$ cat src/rtl/beta_lsu_gen.sv
// Load/store unit for the beta execute stage. One FSM runs loads and stores one at a time over
// separate read and write ports, with lane alignment, load extension, fault capture and a timeout.
module beta_lsu_gen #(
    parameter int unsigned DataWidth     = 32,
    parameter int unsigned AddressWidth  = 32,
    parameter int unsigned TimeoutCycles = 256
) (
    input  logic                    clk_i,
    input  logic                    rst_i,
    input  logic [DataWidth-1:0]    op_data_i,
    input  logic [AddressWidth-1:0] op_addr_i,
    input  logic [11:0]             lsu_offset_i,
    input  logic                    lsu_op_en_i,
    input  logic                    lsu_op_i,
    input  logic [1:0]              lsu_op_size_i,
    input  logic                    lsu_op_unsigned_i,
    output logic                    rdata_req_o,
    output logic [AddressWidth-1:0] rdata_addr_o,
    output logic [DataWidth/8-1:0]  rdata_strb_o,
    input  logic                    rdata_ready_i,
    input  logic                    rdata_valid_i,
    input  logic                    rdata_err_i,
    input  logic [DataWidth-1:0]    rdata_data_i,
    output logic                    wdata_req_o,
    output logic [AddressWidth-1:0] wdata_addr_o,
    output logic [DataWidth/8-1:0]  wdata_strb_o,
    output logic [DataWidth-1:0]    wdata_data_o,
    input  logic                    wdata_ready_i,
    input  logic                    wdata_valid_i,
    input  logic                    wdata_err_i,
    output logic                    lsu_busy_o,
    output logic                    lsu_done_o,
    output logic [DataWidth-1:0]    lsu_result_o,
    output logic                    lsu_exc_o,
    output logic [1:0]              lsu_exc_cause_o,
    output logic [AddressWidth-1:0] lsu_exc_addr_o
);

    localparam int unsigned NB        = DataWidth / 8;
    localparam int unsigned LaneW     = $clog2(NB);
    localparam bit          HasDouble = (DataWidth == 64);
    localparam int unsigned CntW      = (TimeoutCycles > 1) ? $clog2(TimeoutCycles) : 1;
    localparam logic [CntW-1:0] TimeoutLast =
        CntW'((TimeoutCycles > 0) ? TimeoutCycles - 1 : 0);

    localparam logic [1:0] CauseMisaligned = 2'b00;
    localparam logic [1:0] CauseBusErr     = 2'b01;
    localparam logic [1:0] CauseTimeout    = 2'b10;
    localparam logic [1:0] CauseIllegal    = 2'b11;

    typedef enum logic [1:0] {StIdle, StWrdy, StWvld} state_e;

    state_e                  state_q;
    logic                    op_q;
    logic [1:0]              size_q;
    logic                    uns_q;
    logic [LaneW-1:0]        lane_q;
    logic [AddressWidth-1:0] ea_q;
    logic [CntW-1:0]         cnt_q;

    logic [AddressWidth-1:0] ea;
    logic [AddressWidth-1:0] bus_addr;
    logic [LaneW-1:0]        lane;
    logic                    illegal;
    logic                    misaligned;
    logic [NB-1:0]           size_mask;
    logic [NB-1:0]           strb_new;
    logic [DataWidth-1:0]    wdata_new;

    always_comb begin
        ea        = op_addr_i + {{(AddressWidth-12){lsu_offset_i[11]}}, lsu_offset_i};
        lane      = ea[LaneW-1:0];
        bus_addr  = {ea[AddressWidth-1:LaneW], {LaneW{1'b0}}};
        illegal   = (lsu_op_size_i == 2'b11) && !HasDouble;
        case (lsu_op_size_i)
            2'b00:   begin misaligned = 1'b0;            size_mask = NB'(1);      end
            2'b01:   begin misaligned = ea[0];           size_mask = NB'(2'b11);  end
            2'b10:   begin misaligned = (ea[1:0] != 0);  size_mask = NB'(4'hF);   end
            default: begin misaligned = (ea[2:0] != 0);  size_mask = '1;          end
        endcase
        strb_new  = size_mask << lane;
        wdata_new = op_data_i << {lane, 3'b000};
    end

    logic [DataWidth-1:0] shifted;
    logic [DataWidth-1:0] ext_mask;
    logic                 sign_bit;
    logic [DataWidth-1:0] load_ext;

    always_comb begin
        shifted = rdata_data_i >> {lane_q, 3'b000};
        case (size_q)
            2'b00:   begin ext_mask = DataWidth'(8'hFF);         sign_bit = shifted[7];  end
            2'b01:   begin ext_mask = DataWidth'(16'hFFFF);      sign_bit = shifted[15]; end
            2'b10:   begin ext_mask = DataWidth'(32'hFFFF_FFFF); sign_bit = shifted[31]; end
            default: begin ext_mask = '1;  sign_bit = shifted[DataWidth-1]; end
        endcase
        load_ext = (shifted & ext_mask) | ({DataWidth{sign_bit & ~uns_q}} & ~ext_mask);
    end

    logic sel_ready;
    logic sel_valid;
    logic sel_err;
    logic timeout_hit;

    // Only the port belonging to the op in flight is listened to.
    always_comb begin
        sel_ready   = op_q ? wdata_ready_i : rdata_ready_i;
        sel_valid   = op_q ? wdata_valid_i : rdata_valid_i;
        sel_err     = op_q ? wdata_err_i   : rdata_err_i;
        timeout_hit = (TimeoutCycles != 0) && (cnt_q == TimeoutLast);
    end

    always_ff @(posedge clk_i) begin
        if (rst_i) begin
            state_q         <= StIdle;
            op_q            <= 1'b0;
            size_q          <= 2'b00;
            uns_q           <= 1'b0;
            lane_q          <= '0;
            ea_q            <= '0;
            cnt_q           <= '0;
            rdata_req_o     <= 1'b0;
            rdata_addr_o    <= '0;
            rdata_strb_o    <= '0;
            wdata_req_o     <= 1'b0;
            wdata_addr_o    <= '0;
            wdata_strb_o    <= '0;
            wdata_data_o    <= '0;
            lsu_busy_o      <= 1'b0;
            lsu_done_o      <= 1'b0;
            lsu_result_o    <= '0;
            lsu_exc_o       <= 1'b0;
            lsu_exc_cause_o <= 2'b00;
            lsu_exc_addr_o  <= '0;
        end else begin
            lsu_done_o <= 1'b0;
            lsu_exc_o  <= 1'b0;
            case (state_q)
                StIdle: begin
                    if (lsu_op_en_i) begin
                        if (illegal || misaligned) begin
                            lsu_done_o      <= 1'b1;
                            lsu_exc_o       <= 1'b1;
                            lsu_exc_cause_o <= illegal ? CauseIllegal : CauseMisaligned;
                            lsu_exc_addr_o  <= ea;
                        end else begin
                            op_q       <= lsu_op_i;
                            size_q     <= lsu_op_size_i;
                            uns_q      <= lsu_op_unsigned_i;
                            lane_q     <= lane;
                            ea_q       <= ea;
                            cnt_q      <= '0;
                            lsu_busy_o <= 1'b1;
                            state_q    <= StWrdy;
                            if (lsu_op_i) begin
                                wdata_req_o  <= 1'b1;
                                wdata_addr_o <= bus_addr;
                                wdata_strb_o <= strb_new;
                                wdata_data_o <= wdata_new;
                            end else begin
                                rdata_req_o  <= 1'b1;
                                rdata_addr_o <= bus_addr;
                                rdata_strb_o <= strb_new;
                            end
                        end
                    end
                end
                StWrdy, StWvld: begin
                    cnt_q <= cnt_q + CntW'(1);
                    // Ready+valid together in WRDY completes the access directly.
                    if (sel_valid && (state_q == StWvld || sel_ready)) begin
                        state_q     <= StIdle;
                        rdata_req_o <= 1'b0;
                        wdata_req_o <= 1'b0;
                        lsu_busy_o  <= 1'b0;
                        lsu_done_o  <= 1'b1;
                        if (sel_err) begin
                            lsu_exc_o       <= 1'b1;
                            lsu_exc_cause_o <= CauseBusErr;
                            lsu_exc_addr_o  <= ea_q;
                        end else begin
                            lsu_result_o <= op_q ? '0 : load_ext;
                        end
                    end else if (timeout_hit) begin
                        state_q         <= StIdle;
                        rdata_req_o     <= 1'b0;
                        wdata_req_o     <= 1'b0;
                        lsu_busy_o      <= 1'b0;
                        lsu_done_o      <= 1'b1;
                        lsu_exc_o       <= 1'b1;
                        lsu_exc_cause_o <= CauseTimeout;
                        lsu_exc_addr_o  <= ea_q;
                    end else if (state_q == StWrdy && sel_ready) begin
                        rdata_req_o <= 1'b0;
                        wdata_req_o <= 1'b0;
                        state_q     <= StWvld;
                    end
                end
                default: state_q <= StIdle;
            endcase
        end
    end

endmodule

$ cat config.mk
export PLATFORM = sky130hd
export DESIGN_NAME = beta_lsu_gen
export DESIGN_NICKNAME = d
export VERILOG_FILES = /design/src/rtl/beta_lsu_gen.sv
export SDC_FILE = /design/constraint.sdc
export NUM_CORES = 1
export LEC_CHECK = 0
export CORE_MARGIN = 3
export CORE_UTILIZATION = 40
export DETAILED_ROUTE_END_ITERATION = 8
export MAX_ROUTING_LAYER = met4
export PLACE_DENSITY_LB_ADDON = 0.2
export SLEW_MARGIN = 25
export SYNTH_ARGS = -nofsm -noshare
export SYNTH_HDL_FRONTEND = slang
export SYNTH_SLANG_ARGS = --single-unit
$ cat constraint.sdc
create_clock -name clk_i -period 3.7 [get_ports clk_i]
set_input_delay 0.74 -clock clk_i [delete_from_list [all_inputs] [get_ports clk_i]]
set_output_delay 0.74 -clock clk_i [all_outputs]
set_load 0.03 [all_outputs]
==> run summary, run 1 <==
first-pass GRT wire length = 56.9 mm
row cnt = 60
overall die height = 172 um
n_diodes = 0
# fillers = 2,487
Die ar. = 29,600 um^2
First-pass DRT Iterations = 5
max-cap violations = 0
power per standard cell area = 477 nW/um^2
switching fraction of total power = 32.1%
clock sinks = 217
worst hold path class = reg2reg
count of cell types in the netlist = 71
endpoints failing hold = 0
IO buf count = 291
WP buf/inv = 1
commonest non-fill, non-tap cell in the layout = clkdlybuf4s50_1
Post-CTS Hold Fix Bufs = 0
crit-path leading delay family = compound AO/OA/AOI/OAI gates
drt total wl = 37.2 mm
met3 wire length = 2.43 mm
TritonCTS clock tree = built
Nets = 1,820
largest net degree at the start of global routing = 93
Initial Util = 40.9%
overall routing resource usage = 24.5%
Relative slew margins = 45.8%
Avg Cell Area, Syn = 8.02 um^2
EDFF count, synth = 0
Bufs on Longest Clock Path = 3
Max H-tree Level = 1
total gr overflow = 0
maximum vdd ir drop = 0.292 mV
Comb power frac = 28.7%
P_sw = 0.00238 W
post-synthesis cell area = 11,000 um^2
Setup crit end kind = flop
Achievable Freq = 0.316 GHz
Slew Viols, Final = 0
async set-reset flop share out of synthesis = 0%
Seq/Total Area, Yosys = 39.3%
Clk Latency, worst-skew pair = 0.53 ns
HPWL Detailed = 27.3 mm
buffer count from post-CTS setup fixing = 0
Ys Warns = 0
slew at the pin with the worst max-slew slack = 0.793 ns
placed cell areas = 14,600 um^2
M1 WL = 16.8 mm
crit-path max cell delay = 0.50 ns
Post-route DRC = 0
share of layout cells above drive strength 1 = 8.80%
Placer Congestion = 0.943
vias per cell = 5.50
WHS = 0.452 ns
Final setup viols = 0
Synth Register Bits = 217
Post-Synthesis Cells = 1,377
commonest non-fill, non-tap cells in the layout = 290 x clkdlybuf4s50_1, 217 x dfxtp_1, 184 x nand2_1
metal2 WL = 16.8 mm
total CTS buffers = 26
DP Worst Slack = -0.0445 ns
DR top layer = met4
crit path DAT = 3.62 ns
RSZ-0062 raised after global routing = false
DRT iter0 DRCs = 861
Power Total = 0.00741 W
critical setup path kind = in2reg
Leakage = 5.76 nW
CP Launch Type = input port
Final Instance Area = 15,500 um^2
I/O pins = 296
status = completed
post-CTS sizing = 0
wire per inst = 18.4 um
Root Buffer = clkbuf_16
Clock Power Share = 35.8%
initial antenna violation count = 0
placed cells = 1,975
non-filler cells, final = 2,022
clock skew = 0.0127 ns
final worst path period share = 85.4%
Die W = 172 um
post-route ant nets = 0
worst path cell trace = clkdlybuf4s50_1 > ha_1 > fa_1 > o21a_1 > o22ai_1 > or2_1 > nor2_1 > and3_1 > a311oi_1 > o221ai_1 > a21oi_1
core area = 27,000 um^2
Final WS setup = 0.540 ns
CP required = 4.16 ns
top_reg_cell synth = dfxtp_1
Crit-path slowest cell = fa_1
vias in the first global route = 10.6k
Synth-to-Final Area Change = 40.7%
shortest period the worst path allows = 3.16 ns
vias = 11.1k
sequential fraction of design power = 35.5%
P_int = 0.00503 W
critical-path maximum fanout = 6
clock transition at the registers of the reported paths = 0.06 ns
## cells in the mapped netlist (2+ instances only)
cell type | number | share of area [%]
a2111oi_0 | 7 | 0.56
a211o_1 | 5 | 0.40
a211oi_1 | 68 | 4.6
a21o_1 | 21 | 1.4
a21oi_1 | 171 | 7.7
a21oi_2 | 3 | 0.24
a222oi_1 | 2 | 0.18
a22oi_1 | 27 | 1.8
a311oi_1 | 2 | 0.16
a31oi_1 | 9 | 0.51
and2_1 | 5 | 0.28
and3_1 | 9 | 0.51
buf_1 | 13 | 0.44
buf_2 | 20 | 0.91
buf_4 | 4 | 0.27
clkbuf_1 | 74 | 2.5
dfxtp_1 | 217 | 39
ha_1 | 36 | 4.1
inv_1 | 10 | 0.34
mux2i_1 | 55 | 5.0
nand2_1 | 184 | 6.3
nand2b_1 | 11 | 0.62
nand3_1 | 22 | 1.0
nand3b_1 | 11 | 0.75
nand4_1 | 6 | 0.34
nor2_1 | 171 | 5.8
nor2b_1 | 23 | 1.3
nor3_1 | 26 | 1.2
nor3_2 | 2 | 0.18
nor3b_1 | 7 | 0.48
nor4_1 | 4 | 0.23
o211ai_1 | 5 | 0.34
o21a_1 | 9 | 0.61
o21ai_0 | 29 | 1.3
o21ai_1 | 20 | 0.91
o21bai_1 | 8 | 0.54
o221ai_1 | 3 | 0.24
o22ai_1 | 9 | 0.51
o311ai_1 | 3 | 0.24
or2_2 | 3 | 0.17
or3_1 | 4 | 0.23
xnor2_1 | 17 | 1.3
xor2_1 | 14 | 1.1
## state kept, by name (all words and copies together), names as in the netlist, 2 cells and up
register and count:
wdata_addr_o 30, wdata_data_o 32, ea_q 31, rdata_addr_o 30
cnt_q 8, rdata_strb_o 4, wdata_strb_o 4, lsu_result_o 32
lsu_exc_cause_o 2, lsu_exc_addr_o 32, state_q 2, size_q 2
## layer usage
metal,GRT usage [%],vias up
met3,3.86,69
met2,38.5,405
met5,-,-
li1,-,5470
met4,7.67,0
met1,32.6,5171
## final timing paths
check	cells past startpoint	slack, ns	start	end
max reg2reg	9	0.99	op_q	lsu_result_o[4]
max	11	0.54	op_addr_i[0]	lsu_exc_addr_o[26]
min	2	0.45	wdata_data_o[5]	wdata_data_o[5]
min reg2reg	2	0.45	wdata_data_o[5]	wdata_data_o[5]
## power groups by stage
stage / Clock, W / Combinational [W] / Sequential [W]
6_report: 0.00265 / 0.00212 / 0.00263
5_1_grt: 0.00279 / 0.00229 / 0.00265
4_1_cts: 0.00271 / 0.00212 / 0.00263
3_5_place_dp: 0 / 0.00211 / 0.00268
3_3_place_gp: 0 / 0.00210 / 0.00268
2_1_floorplan: 0 / 0.000993 / 0.00290
## metrics by stage
step,utilization [%],setup TNS (ns)
3_5_place_dp,54.2,-0.0471
5_1_grt,57.5,0
4_1_cts,57.5,0
6_report,57.5,0
3_3_place_gp,54.2,0
2_1_floorplan,-,0
## worst register-to-register path, cell delays in order, from the launching register on
cell       delay, ns
dfxtp_1         0.73
o211ai_1        0.17
o21ai_1         0.12
buf_4           0.16
and2_1          0.24
nand2_1         0.27
buf_4           0.31
a2111oi_0       0.47
a21oi_1         0.08
nor2_1          0.10
## cells by family (layout without fill, tap and decap cells)
group	count (synthesis)	count (layout)	synth area share, %
buffers and inverters	122	423	4.51
flip-flops	217	217	39.3
multiplexers	57	57	5.19
AND/OR/NAND/NOR	494	494	19.9
other	1	4	0.0339
AO/OA/AOI/OAI	418	418	24.3
XOR/XNOR	31	31	2.46
adder cells (fa/ha/maj)	37	37	4.26
## area by class of cell
class / instances / area, um^2 / share of cell area, %
multi-input cells: 1041 / 6250 / 40.2
flip-flops and latches: 217 / 4340 / 28.0
clock inverters: 11 / 139 / 0.894
well taps: 341 / 427 / 2.75
repair buffers: 365 / 3580 / 23.0
clock buffers: 36 / 759 / 4.89
inverters: 11 / 41.3 / 0.266
Power figures use the tool's default switching activity.
==> run 2, diff against run 1 <==
--- a/config.mk
+++ b/config.mk
@@ -6,4 +6,6 @@
 export NUM_CORES = 1
 export LEC_CHECK = 0
+export ABC_CLOCK_PERIOD_IN_PS = 3700
+export CAP_MARGIN = 15
 export CORE_MARGIN = 3
 export CORE_UTILIZATION = 40
==> constraint.sdc (replaced) <==
create_clock -name clk_i -period 3.7 [get_ports clk_i]
set_input_delay 1.11 -clock clk_i [delete_from_list [all_inputs] [get_ports clk_i]]
set_output_delay 1.11 -clock clk_i [all_outputs]
set_load 0.03 [all_outputs]
==> run summary, run 2 (synthesized netlist as in run 1, its figures left out) <==
Critical Path Start = op_addr_i[0]
Nets = 1,908 (+4.8%)
Post-route DRC = 0 (unchanged)
Die ar. = 29,600 um^2 (unchanged)
final worst path period share = 94.9% (+9.5 points)
Clk Latency, worst-skew pair = 0.51 ns (-0.02 ns)
critical-path maximum fanout = 4 (-2)
Synth-to-Final Area Change = 46.7%
sequential cell area = 4340 um^2 (unchanged)
critical setup path kind = in2reg
buffer count from post-CTS setup fixing = 0 (unchanged)
crit path DAT = 3.96 ns (+0.34 ns)
Root Buffer = clkbuf_16
reg-to-reg startpoint = state_q[0]
sequential fraction of design power = 34.9% (-0.6 points)
non-filler cells, final = 2,109 (+4.3%)
initial antenna violation count = 1 (+1)
vias in the first global route = 10.7k (+0.40%)
commonest non-fill, non-tap cell in the layout = clkdlybuf4s50_1
clock sinks = 217 (unchanged)
largest net degree at the start of global routing = 85 (-8.6%)
RSZ-0062 raised after global routing = false
Final setup viols = 0 (unchanged)
CP required = 4.14 ns (-0.02 ns)
I/O pins = 296 (unchanged)
CP Launch Type = input port
Post-CTS Hold Fix Bufs = 0 (unchanged)
TritonCTS clock tree = built
clock skew = 0.00796 ns (-0.00470 ns)
endpoints failing hold = 0 (unchanged)
placed cells = 2,064 (+4.5%)
IO buf count = 291 (unchanged)
total gr overflow = 0 (unchanged)
power per standard cell area = 464 nW/um^2 (-2.7%)
# fillers = 2,463 (-0.97%)
setup TNS = 0 ns (unchanged)
Comb power frac = 30.3% (+1.6 points)
DP Worst Slack = -0.459 ns (-0.414 ns)
maximum vdd ir drop = 0.263 mV (-9.9%)
P_int = 0.00514 W (+2.3%)
largest registers = lsu_exc_addr_o: 32 flops, lsu_result_o: 32 flops, wdata_data_o: 32 flops
vias = 11.4k (+2.8%)
worst hold path class = reg2reg
max-cap violations = 0 (unchanged)
slew at the pin with the worst max-slew slack = 0.739 ns (-0.0544 ns)
commonest non-fill, non-tap cells in the layout = 290 x clkdlybuf4s50_1, 217 x dfxtp_1, 184 x nand2_1
DRT iter0 DRCs = 1,016 (+18%)
Hold Path Origin = rdata_addr_o[14]
switching fraction of total power = 31.5% (-0.57 points)
HPWL Detailed = 28.1 mm (+2.8%)
Max H-tree Level = 1 (unchanged)
row cnt = 60 (unchanged)
core area = 27,000 um^2 (unchanged)
Die W = 172 um (unchanged)
Achievable Freq = 0.285 GHz (-10%)
Setup crit end kind = flop
post-route ant nets = 0 (unchanged)
first-pass GRT wire length = 57.7 mm (+1.4%)
Multi-input gate area = 6260 um^2 (+0.20%)
P_sw = 0.00237 W (-0.34%)
wire per inst = 17.7 um (-3.7%)
post-CTS sizing = 0 (unchanged)
Final WS setup = 0.188 ns (-0.352 ns)
vias per cell = 5.42 (-1.5%)
Power Total = 0.00751 W (+1.5%)
Clock Power Share = 34.8% (-1.0 points)
overall routing resource usage = 24.7% (+0.24 points)
Bufs on Longest Clock Path = 3 (unchanged)
total CTS buffers = 25 (-3.8%)
overall die height = 172 um (unchanged)
First-pass DRT Iterations = 5 (unchanged)
Slew Viols, Final = 0 (unchanged)
share of layout cells above drive strength 1 = 13.4% (+4.6 points)
drt total wl = 37.3 mm (+0.48%)
shortest period the worst path allows = 3.51 ns (+0.352 ns)
Initial Util = 40.9% (unchanged)
clock transition at the registers of the reported paths = 0.05 ns (about the same)
Leakage = 6.18 nW (+7.3%)
Relative slew margins = 50.7% (+4.9 points)
status = completed
Placer Congestion = 0.945 (+0.20%)
run 2: metrics by stage:
step,utilization [%],hold slack [ns],area [um^2]
6_report,60.0,0.452,16200
5_1_grt,60.0,0.464,16200
4_1_cts,59.9,0.453,16200
3_5_place_dp,56.7,0.445,15300
3_3_place_gp,56.7,0.439,15300
2_1_floorplan,-,0.432,11100
run 2: metal layers:
layer | track usage, % | part of all wire, % | up-vias
li1 | - | - | 5639
met1 | 33.2 | 46 | 5369
met2 | 39.5 | 46 | 358
met3 | 3.80 | 5.7 | 55
met4 | 5.87 | 2.4 | 0
met5 | - | 0 | -
run 2: worst paths after layout:
check	to	slack (ns)	depth (start not counted)
setup / recovery	lsu_exc_addr_o[26]	0.19	11
hold / removal	rdata_addr_o[14]	0.45	2
setup reg to reg	lsu_exc_addr_o[26]	1.11	8
hold reg to reg	rdata_addr_o[14]	0.45	2
run 2: layout make-up:
class                   instances  share of cell area (%)
well taps                     341                    2.63
clock buffers                  34                    4.44
multi-input cells            1041                    38.6
inverters                      11                   0.255
clock inverters                10                   0.996
diodes                          1                  0.0154
flip-flops and latches        217                    26.8
repair buffers                454                    26.2
run 2: critical path, cell delays in order:
cell	delay, ns
clkdlybuf4s50_1	0.41
ha_1	0.23
fa_1	0.43
a21o_1	0.22
a221oi_2	0.32
or3_4	0.22
nand4_4	0.11
a21bo_4	0.26
a21oi_2	0.18
mux2_1	0.34
a21oi_1	0.13
run 2: power groups by stage:
stage	Clock, W	Combinational [W]	Sequential [W]
2_1_floorplan	0	0.000993	0.00290
3_3_place_gp	0	0.00224	0.00267
3_5_place_dp	0	0.00226	0.00268
4_1_cts	0.00267	0.00227	0.00263
5_1_grt	0.00275	0.00246	0.00265
6_report	0.00261	0.00228	0.00263
==> run 3, diff against run 2 <==
CORE_UTILIZATION = 49   (was 40)
==> run summary, run 3 (synthesized netlist as in run 1, its figures left out) <==
total gr overflow = 0 (unchanged)
FF-to-FF path depth = 8 (unchanged)
placed cells = 2,028 (-1.7%)
clock skew = 0.0148 ns (+0.00688 ns)
TritonCTS clock tree = built
First-pass DRT Iterations = 5 (unchanged)
initial antenna violation count = 0 (-1)
WHS Path Cells = 2 (unchanged)
CP required = 4.08 ns (-0.06 ns)
Final WS setup = 0.0935 ns (-0.0948 ns)
power per standard cell area = 458 nW/um^2 (-1.2%)
worst hold path class = reg2reg
Final setup viols = 0 (unchanged)
Clk Latency, worst-skew pair = 0.52 ns (about the same)
Slew Viols, Final = 0 (unchanged)
Leakage = 6.29 nW (+1.8%)
HPWL Detailed = 27.9 mm (-0.55%)
core area = 22,000 um^2 (-19%)
first-pass GRT wire length = 58.4 mm (+1.2%)
post-route ant nets = 0 (unchanged)
clock transition at the registers of the reported paths = 0.06 ns (about the same)
vias = 11.6k (+1.9%)
clock sinks = 217 (unchanged)
vias per cell = 5.62 (+3.9%)
largest registers = lsu_exc_addr_o: 32 flops, lsu_result_o: 32 flops, wdata_data_o: 32 flops
Root Buffer = clkbuf_16
Relative slew margins = 52.1% (+1.4 points)
Max H-tree Level = 1 (unchanged)
Achievable Freq = 0.277 GHz (-2.6%)
Bufs on Longest Clock Path = 3 (unchanged)
Die ar. = 24,400 um^2 (-18%)
critical setup path kind = in2reg
n_diodes = 0 (-1)
Setup crit end kind = flop
CP Launch Type = input port
crit path DAT = 3.99 ns (+0.03 ns)
share of layout cells above drive strength 1 = 14.5% (+1.2 points)
Top Usage Layer GRT = met2
met2 Use GR = 49.0% (+9.6 points)
vias in the first global route = 11.2k (+5.6%)
Placer Congestion = 0.954 (+0.94%)
Global Route met1 Usage = 38.9% (+5.7 points)
largest net degree at the start of global routing = 112 (+32%)
total CTS buffers = 23 (-8.0%)
GR Util met3 = 3.83% (+0.033 points)
Die W = 156 um (-9.3%)
endpoints failing hold = 0 (unchanged)
overall routing resource usage = 30.0% (+5.2 points)
DRT iter0 DRCs = 765 (-25%)
I/O pins = 296 (unchanged)
non-filler cells, final = 2,070 (-1.8%)
final worst path period share = 97.5% (+2.6 points)
wire per inst = 18.1 um (+2.2%)
maximum vdd ir drop = 0.289 mV (+9.8%)
status = completed
buffer count from post-CTS setup fixing = 0 (unchanged)
setup TNS = 0 ns (unchanged)
Synth-to-Final Area Change = 47.4%
row cnt = 54 (-10%)
max-cap violations = 0 (unchanged)
RSZ-0062 raised after global routing = false
Initial Util = 50.3% (+9.4 points)
commonest non-fill, non-tap cell in the layout = clkdlybuf4s50_1
overall die height = 156 um (-9.3%)
Post-route DRC = 0 (unchanged)
drt total wl = 37.5 mm (+0.31%)
DP Worst Slack = -0.426 ns (+0.0330 ns)
commonest non-fill, non-tap cells in the layout = 290 x clkdlybuf4s50_1, 217 x dfxtp_1, 184 x nand2_1
shortest period the worst path allows = 3.61 ns (+0.0948 ns)
Nets = 1,931 (+1.2%)
slew at the pin with the worst max-slew slack = 0.718 ns (-0.0207 ns)
IO buf count = 291 (unchanged)
critical-path maximum fanout = 4 (unchanged)
## run 3: cell count changes in the layout (fill, tap and decap cells not counted), sizes merged
cell	previous run	this run
buf	164	189
clkbuf	34	31
clkinv	3	4
clkinvlp	3	2
diode	1	0
inv	11	12
## run 3: worst paths after layout
kind	startpoint	to	slack, ns
hold reg to reg	rdata_addr_o[13]	rdata_addr_o[13]	0.45
hold / removal	rdata_addr_o[13]	rdata_addr_o[13]	0.45
setup reg to reg	op_q	lsu_result_o[4]	1.06
setup / recovery	op_addr_i[0]	ea_q[24]	0.09
## run 3: metal layers
metal / up-vias / wire [um] / share of wire [%]
li1: 5667 / - / -
met1: 5433 / 16100 / 43
met2: 480 / 17500 / 47
met3: 62 / 2820 / 7.5
met4: 0 / 1030 / 2.7
met5: - / 0 / 0
## run 3: worst max-delay path: stages
cell             delay, ns
clkdlybuf4s50_1       0.40
ha_1                  0.26
fa_1                  0.43
a21o_1                0.22
a221oi_2              0.30
or3_4                 0.21
nand4_4               0.12
a21oi_2               0.27
a21oi_2               0.08
xnor2_1               0.45
o21ai_1               0.13
## run 3: cell type report
cell class | instances | area, um^2
clock buffer | 31 | 666
clock inverter | 11 | 164
fill | 1659 | 5680
inverter | 11 | 41.3
multi-input combinational | 1041 | 6250
sequential | 217 | 4340
tap | 280 | 350
timing repair buffer | 479 | 4460
## run 3: power by group
group	internal, W	switching (W)
clock network	0.00154	0.000965
logic	0.00103	0.00129
registers	0.00251	0.000119
total	0.00508	0.00237
## run 3: stage by stage
stage               hold slack (ns)  util, %  cell area (um^2)  power, W
floorplan                     0.432        -             11100   0.00390
global placement              0.439     70.3             15400   0.00494
detailed placement            0.446     70.3             15400   0.00497
CTS                           0.455     74.1             16300   0.00746
global route                  0.474     74.1             16300   0.00777
finish                        0.452     74.1             16300   0.00746
## run 3: repair_timing
action | 4_1_cts | 5_1_grt
resized for setup | 0 | 2
hold buffers | 0 | 0
setup endpoints to repair | 0 | 29
==> RTL edit: new RTL, config.mk and constraints of run 3 <==
Add an input register stage for `lsu_offset_i`; this delays it by one clock. The other inputs are not delayed to match.
--- a/src/rtl/beta_lsu_gen.sv
+++ b/src/rtl/beta_lsu_gen.sv
@@ -52,2 +52,8 @@
 
+    logic [11:0] lsu_offset_q;
+
+    always_ff @(posedge clk_i) begin
+        lsu_offset_q <= lsu_offset_i;
+    end
+
     state_e                  state_q;
@@ -70,3 +76,3 @@
     always_comb begin
-        ea        = op_addr_i + {{(AddressWidth-12){lsu_offset_i[11]}}, lsu_offset_i};
+        ea        = op_addr_i + {{(AddressWidth-12){lsu_offset_q[11]}}, lsu_offset_q};
         lane      = ea[LaneW-1:0];
Formal check against the unedited RTL: not equivalent (Yosys sat finds a counterexample within 4 cycles, from zero or initial values and one cycle with rst_i high).
==> RTL edit against run 3 <==
  * Final area is 2.0% higher
  * Hold slack got worse by 0.51 ps
  * Total power increased by 2.6%
  * Setup slack improved by 51 ps
  * Sequential cell count is 12 higher
  * Area after synthesis rose by 4.8%
  * Routed wire length up 6.2%
  * Critical path depth rose by 1
  * Global-route usage up 0.49 points
==> RTL edit: results (changes against run 3) <==
DR vias/cell 5.72 (+1.7%); Post-Place Setup Slack -304 ps (+122 ps); fillers 1854 (+12%); share of the synthesized area in the top cell type 0.396 (+0.00260); vias in the first global route 11800 (+4.7%); # diodes 0 (unchanged); Pleak 6.37 nW (+1.3%); slew of the pin with the lowest slew margin 799 ps (+80.9 ps); hold path depth 2 (unchanged); met1 Use GR 0.410 (+0.0214); Switching Fraction 0.319 (+0.000849); Post-DP HPWL 29300 um (+4.8%); Area contributors post-synth dfxtp_1 40%, a21oi_1 7.3%, nand2_1 5.8%; final WL 39800 um (+6.2%); final net count 1981 (+2.6%); Arr. time, crit path 3990 ps (about the same); CP Max Fanout 6 (+2); Iteration-0 DRC Markers 1050 (+37%); Clock transition at path regs 60 ps (about the same); overall global routing resource usage 0.304 (+0.00486); first-pass GRT wire length 62900 um (+7.8%); VDD IR max 0.357 mV (+24%); asr flop ratio synth 0 (unchanged); count of different cell masters after synthesis 78 (+9.9%); ratio of cells with drive above 1 in the final layout 0.132 (-0.0136); met3 usage 0.0464 (+0.00815); cts bufs inserted 25 (+8.7%); initial antenna violation count 0 (unchanged); worst hold path class reg2reg; Pre-antenna DRT Iters 6 (+1); met2 Usage GRT 0.476 (-0.0144); Clock H-tree levels 1 (unchanged); largest net degree at the start of global routing 80 (-29%); run status complete, no violations; register area share after synthesis 0.396 (+0.00260); Fin Clk Skew 15.2 ps (+0.384 ps); Post-synth top cells 229 x dfxtp_1, 180 x nand2_1, 170 x nor2_1; Worst Reg-to-Reg Cells 10 (+2); GPL Wtd Cong 0.921 (-3.4%); fin crit share 0.961 (-0.0139); port buffer count 291 (unchanged)
-- RTL edit: changes by cell type after synthesis, moves of 10 or more --
cell,delta
mux2i_1,-11
nand4_1,+10
nand3_1,+25
o21ai_0,+44
dfxtp_1,+12
a211oi_1,-12
o21ai_1,-17
nand3b_1,-11
-- RTL edit: final cells by class --
class | count | area, sq um | share of cell area
repair buffers | 460 | 4310 | 0.259
multi-input cells | 1088 | 6410 | 0.386
flip-flops and latches | 229 | 4580 | 0.276
clock inverters | 9 | 150 | 0.00904
inverters | 19 | 71.3 | 0.00430
well taps | 313 | 392 | 0.0236
clock buffers | 33 | 686 | 0.0413
-- RTL edit: path summary, 6_finish.rpt --
path,startpoint,end,slack [ps]
hold reg to reg,wdata_data_o[3],wdata_data_o[3],450
setup reg to reg,lsu_offset_q[11],wdata_addr_o[27],530
hold / removal,wdata_data_o[3],wdata_data_o[3],450
setup / recovery,op_addr_i[0],ea_q[24],140
-- RTL edit: logic make-up (layout without fill, tap and decap cells) --
family                     Yosys count  count (layout)  synth area share
and+or+nand+nor                    526             526             0.203
AOI/OAI and AO/OA                  448             448             0.247
DFF                                229             229             0.396
buffers and inverters              135             521            0.0532
muxes                               46              46            0.0400
adders and majority gates           37              37            0.0406
xor gates and xnor gates            27              27            0.0204
other                                1               4          0.000324
-- RTL edit: power by group through the flow --
stage | registers [W] | clock network [W] | logic (W)
floorplan | 0.00304 | 0 | 0.000994
global placement | 0.00283 | 0 | 0.00223
detailed placement | 0.00283 | 0 | 0.00227
CTS | 0.00278 | 0.00259 | 0.00228
global route | 0.00279 | 0.00270 | 0.00247
finish | 0.00278 | 0.00256 | 0.00231
-- RTL edit: layer usage --
layer  routed length, um  up-vias
li1                    -     5931
met1               17500     5788
met2               18200      503
met3                3020       80
met4                1090        0
met5                   0        -
-- RTL edit: through the flow --
| step | cells | util | area, sq um |
|---|---|---|---|
| floorplan | 1452 | - | 11600 |
| global placement | 2109 | 0.688 | 15800 |
| detailed placement | 2109 | 0.688 | 15800 |
| CTS | 2151 | 0.724 | 16600 |
| global route | 2151 | 0.724 | 16600 |
| finish | 2151 | 0.724 | 16600 |
-- RTL edit: critical path: stages --
cell,delay [ps]
clkdlybuf4s50_1,490
ha_1,200
fa_2,210
a21oi_1,80
buf_4,150
o2111ai_1,270
nand3_1,290
and2_1,290
a311oi_1,450
buf_4,230
nand2_1,60
a21oi_1,140
